$ cat src/rtl/pipeline_stage_elastic.sv
// rtl/pipeline_stage_elastic.sv - elastic valid/ready pipeline register with optional 2-entry skid
module pipeline_stage_elastic #(
    parameter int                CTRL_W      = 32,
    parameter int                DATA_W      = 192,
    parameter logic [CTRL_W-1:0] CTRL_BUBBLE = '0,
    parameter bit                SKID        = 1'b1
) (
    input  logic              clk,
    input  logic              rst,
    input  logic              flush_i,
    input  logic              valid_i,
    output logic              ready_o,
    input  logic [CTRL_W-1:0] ctrl_i,
    input  logic [DATA_W-1:0] data_i,
    output logic              valid_o,
    input  logic              ready_i,
    output logic [CTRL_W-1:0] ctrl_o,
    output logic [DATA_W-1:0] data_o,
    output logic [1:0]        count_o
);

    // Occupancy doubles as the state: the number of entries currently held.
    typedef enum logic [1:0] {
        ST_EMPTY = 2'd0,
        ST_ONE   = 2'd1,
        ST_FULL  = 2'd2
    } state_t;

    state_t            r_state;
    logic [CTRL_W-1:0] r_m_ctrl;
    logic [DATA_W-1:0] r_m_data;

    logic w_m_v;
    logic w_in_fire;
    logic w_out_fire;

    assign w_m_v      = (r_state != ST_EMPTY);
    assign w_in_fire  = valid_i & ready_o;
    assign w_out_fire = w_m_v & ready_i;

    // Main entry always drives the outputs; ctrl is forced to the bubble
    // word when empty so a stale or unknown control word never leaks out.
    assign valid_o = w_m_v;
    assign ctrl_o  = w_m_v ? r_m_ctrl : CTRL_BUBBLE;
    assign data_o  = r_m_data;
    assign count_o = r_state;

    generate
        if (SKID) begin : g_skid
            logic [CTRL_W-1:0] r_s_ctrl;
            logic [DATA_W-1:0] r_s_data;

            // Ready depends only on state, so ready_i never reaches ready_o.
            assign ready_o = (r_state != ST_FULL);

            // Two-entry FSM: the skid entry absorbs the one word that was in
            // flight when downstream stalled.
            always_ff @(posedge clk) begin
                if (rst) begin
                    r_state  <= ST_EMPTY;
                    r_m_ctrl <= CTRL_BUBBLE;
                    r_m_data <= '0;
                    r_s_ctrl <= CTRL_BUBBLE;
                    r_s_data <= '0;
                end else if (flush_i) begin
                    r_state  <= ST_EMPTY;
                    r_m_ctrl <= CTRL_BUBBLE;
                    r_s_ctrl <= CTRL_BUBBLE;
                end else begin
                    case (r_state)
                        ST_EMPTY: begin
                            if (w_in_fire) begin
                                r_state  <= ST_ONE;
                                r_m_ctrl <= ctrl_i;
                                r_m_data <= data_i;
                            end
                        end
                        ST_ONE: begin
                            if (w_in_fire && w_out_fire) begin
                                r_m_ctrl <= ctrl_i;
                                r_m_data <= data_i;
                            end else if (w_in_fire) begin
                                r_state  <= ST_FULL;
                                r_s_ctrl <= ctrl_i;
                                r_s_data <= data_i;
                            end else if (w_out_fire) begin
                                r_state <= ST_EMPTY;
                            end
                        end
                        ST_FULL: begin
                            if (w_out_fire) begin
                                r_state  <= ST_ONE;
                                r_m_ctrl <= r_s_ctrl;
                                r_m_data <= r_s_data;
                                r_s_ctrl <= CTRL_BUBBLE;
                            end
                        end
                        default: r_state <= ST_EMPTY;
                    endcase
                end
            end
        end else begin : g_single
            // Single entry can refill in the same cycle it drains.
            assign ready_o = ~w_m_v | ready_i;

            // Single-entry FSM: load on accept, drop to empty on drain only.
            always_ff @(posedge clk) begin
                if (rst) begin
                    r_state  <= ST_EMPTY;
                    r_m_ctrl <= CTRL_BUBBLE;
                    r_m_data <= '0;
                end else if (flush_i) begin
                    r_state  <= ST_EMPTY;
                    r_m_ctrl <= CTRL_BUBBLE;
                end else if (w_in_fire) begin
                    r_state  <= ST_ONE;
                    r_m_ctrl <= ctrl_i;
                    r_m_data <= data_i;
                end else if (w_out_fire) begin
                    r_state <= ST_EMPTY;
                end
            end
        end
    endgenerate

endmodule
$ cat config.mk
export PLATFORM = sky130hd
export DESIGN_NAME = pipeline_stage_elastic
export DESIGN_NICKNAME = d
export VERILOG_FILES = /design/src/rtl/pipeline_stage_elastic.sv
export SDC_FILE = /design/constraint.sdc
export NUM_CORES = 1
export LEC_CHECK = 0
export CAP_MARGIN = 10
export CORE_UTILIZATION = 45
export CTS_BUF_LIST = sky130_fd_sc_hd__clkbuf_16
export DETAILED_ROUTE_END_ITERATION = 12
export DONT_BUFFER_PORTS = 1
export HOLD_SLACK_MARGIN = 0.1
export PLACE_DENSITY = 0.66
export SLEW_MARGIN = 15
export SYNTH_ARGS = -nofsm -noshare
export SYNTH_HDL_FRONTEND = slang
export SYNTH_SLANG_ARGS = --single-unit
$ cat constraint.sdc
create_clock -name clk -period 2.3 [get_ports clk]
set_clock_uncertainty 0.15 [all_clocks]
set_input_delay 0.46 -clock clk [delete_from_list [all_inputs] [get_ports clk]]
set_output_delay 0.46 -clock clk [all_outputs]
set_load 0.05 [all_outputs]
==> flow_metrics.py <==
metrics = {
    "yosys": {
        "synth-seq-area-share_pct": 48.4,
        "syn-cell-area_um2": 18600,
        "avgSynthCellArea_um2": 8.86,
        "ys_types": 25,
        "yosys_warnings": 0,
        "syn_inst": 2099,
        "yosys_register_bits": 450,
        "synth.net_count": 2328,
    },
    "finish": {
        "stdcell_area_um2": 23400,
        "area_delta_synth_final_pct": 25.8,
        "stdcell_count": 2819,
        "drive_gt1_share_pct": 11.0,
        "nets": 2481,
        "fill_cells": 3405,
    },
    "die": {
        "initial_core_util_pct": 45.5,
        "core-area_um2": 40800,
        "dieArea_um2": 42100,
        "io-pin-count": 457,
        "die_height_um": 205,
        "rows": 74,
        "die_x_um": 205,
    },
    "placement": {
        "place_area_um2": 19400,
        "place_inst": 2513,
        "gp_congestion": 0.810,
        "portBuffers": 0,
        "dpl.hpwl_um": 33300,
    },
    "timing": {
        "hold-worst-slack_ns": -0.175,
        "period_share_pct": 103,
        "fin_crit_ns": 2.37,
        "setup_viol": 34,
        "tightestPinTransition_ns": 1.16,
        "slew_headroom_pct": 22.4,
        "rsz0062_at_grt": "true",
        "hold_viol_final": 76,
        "fmax_ghz": 0.423,
        "slew_viol_final": 0,
        "setup_slack_ns": -0.0664,
    },
    "worst_hold_path": {
        "worstHoldEndpoint": "data_o[180]$_SDFFE_PP0P_",
        "hold_path.class": "in -> reg",
        "holdPathStages": 1,
        "hp-start": "rst",
    },
    "critical_path": {
        "worstReg2RegStart": "count_o[0]$_SDFFE_PP0P_",
        "cpMostUsedCell": "buf_12",
        "rrSetupSlack_ns": 0.03,
        "r2r-end": "data_o[172]$_SDFFE_PP0P_",
        "critPathSlowestCell": "dfxtp_2",
        "cp_top_family": "buffers and inverters",
        "worst_ep_arrival_time_ns": 1.76,
        "r2r_cells": 8,
        "worst-endpoint-required_ns": 1.69,
        "start_kind": "register",
        "worst-path-buf-inv": 3,
        "critPathKind": "reg -> out",
        "max_stage_delay_ns": 0.34,
        "critical_path.max_fanout": 17,
        "crit_chain": "buf_12, nor2_4, buf_12, nor2b_1, buf_6",
        "cp-end-kind": "output pin",
    },
    "detailed_routing": {
        "ant_nets": 0,
        "first_pass_iters": 7,
        "routed_wl_um": 55200,
        "drc": 0,
        "avgViaCountPerCell": 5.72,
        "vias": 16100,
        "drtIter0Drc": 1153,
        "routedWlPerCell_um": 19.6,
    },
    "run": {
        "maxCapViolCount": 0,
    },
    "global_routing": {
        "track_usage_pct": 24.1,
        "grt_pass1_vias": 15000,
        "overflow": 0,
        "grt_pass1_wl_um": 81000,
        "antenna_found_initial": 2,
        "grt_max_degree": 386,
    },
    "clocking": {
        "h-tree-depth": 2,
        "cts.sinks": 450,
        "cts_inserted_buffers": 48,
        "cts-root-buf": "clkbuf_16",
        "clock_latency_ns": 0.57,
        "tritoncts": "built",
        "clk_path_buf_depth": 3,
        "path_clk_slew_ns": 0.06,
    },
    "power": {
        "cellPowerDensity_nw_per_um2": 772,
        "cellLeakagePower_nw": 9.26,
        "vdd_ir_drop_max_v": 0.000572,
    },
    "status": {
        "status": "complete, but fails checks",
        "violations": "negative hold slack, negative setup slack",
    },
}
==> cell type report <==
class / count / area (µm²) / share of cell area (%)
antenna: 1 / 2.50 / 0.0107
tap: 532 / 666 / 2.84
multi-input combinational: 1394 / 8610 / 36.8
inverter: 36 / 150 / 0.642
sequential: 450 / 9010 / 38.5
clock inverter: 35 / 245 / 1.05
timing repair buffer: 322 / 3490 / 14.9
clock buffer: 49 / 1230 / 5.24
==> repair_timing <==
action	CTS	global route
pin swaps	1	4
hold endpoints to repair	450	381
gates cloned	2	2
setup buffers	3	4
gates resized for setup	82	6
hold buffers	168	45
setup endpoints to repair	34	38
==> cell usage after synthesis <==
cell type	number	share of area (%)
clkinv_1	1	0.020
nor3_1	2	0.054
dfxtp_1	450	48
clkbuf_1	126	2.5
inv_1	34	0.69
or3_1	1	0.034
buf_4	14	0.57
a21oi_1	387	10
or2_2	1	0.034
a22o_1	1	0.047
nand2b_1	2	0.067
nor2b_2	1	0.047
buf_1	6	0.12
mux2_2	32	1.9
a311oi_1	214	10
mux2i_1	192	10
buf_2	68	1.8
nor2b_1	33	1.1
o2bb2ai_1	1	0.047
buf_6	5	0.30
nor2_1	66	1.3
nand2_1	450	9.1
a311oi_2	10	0.81
inv_2	1	0.020
o21ai_0	1	0.027
==> metrics by stage <==
step / power [mW] / setup WS (ns) / TNS, ns / hold WS [ns] / utilization, %
2_1_floorplan: 10.2 / -0.139 / -4.04 / 0.286 / -
3_3_place_gp: 10.4 / 0.359 / 0 / 0.285 / 47.5
5_1_grt: 18.7 / -0.124 / -3.80 / -0.194 / 57.3
6_report: 18.1 / -0.0664 / -1.69 / -0.175 / 57.3
4_1_cts: 18.1 / -0.105 / -1.93 / -0.204 / 56.1
3_5_place_dp: 10.5 / 0.280 / 0 / 0.291 / 47.5
==> power by group <==
group          internal (mW)  switching (mW)  total, mW
combinational          0.759           0.831       1.59
clock                   4.19            3.12       7.31
sequential              8.10            1.08       9.17
total                   13.0            5.03       18.1
==> cell usage in the layout (no fill, tap or decap), drive strengths merged <==
master         n
mux2i        192
buf          108
dfxtp        450
clkbuf        51
or2            1
diode          1
mux2          32
inv           44
a21oi        387
or3            1
dlygate4sd3  212
nor2          66
clkinv        21
nand2        450
a311oi       224
a22o           1
o21ai          1
bufinv         3
nor2b         34
clkinvlp       3
o2bb2ai        1
nand2b         2
nor3           2
==> state kept, by name (all words and copies together), names as in the netlist <==
name and cells:
r_m_ctrl 32, g_skid.r_s_ctrl 32, count_o 2, g_skid.r_s_data 192
data_o 192
==> metal layers <==
metal,GRT usage (%),part of all wire (%)
met1,27.4,39
met2,39.4,47
met3,9.42,9.9
met4,11.7,3.9
met5,0,0.024
==> logic make-up after synthesis <==
kind of cell | synth area share, %
multiplexers | 12.3
flip-flops | 48.4
buffers and inverters | 6.09
AND/OR/NAND/NOR | 11.8
AO/OA/AOI/OAI | 21.4
==> how the worst max path moves through the flow <==
stage | startpoint | endpoint | cells past startpoint
5_1_grt | count_o[1]$_SDFFE_PP0P_ | ctrl_o[22] | 5
3_5_place_dp | ready_i | data_o[69]$_SDFFE_PP0P_ | 6
2_1_floorplan | count_o[0]$_SDFFE_PP0P_ | ctrl_o[10] | 3
6_report | count_o[1]$_SDFFE_PP0P_ | ctrl_o[1] | 5
4_1_cts | count_o[0]$_SDFFE_PP0P_ | ctrl_o[2] | 6
3_3_place_gp | ready_i | data_o[79]$_SDFFE_PP0P_ | 6
No activity file was read; power rests on OpenSTA's default activity.
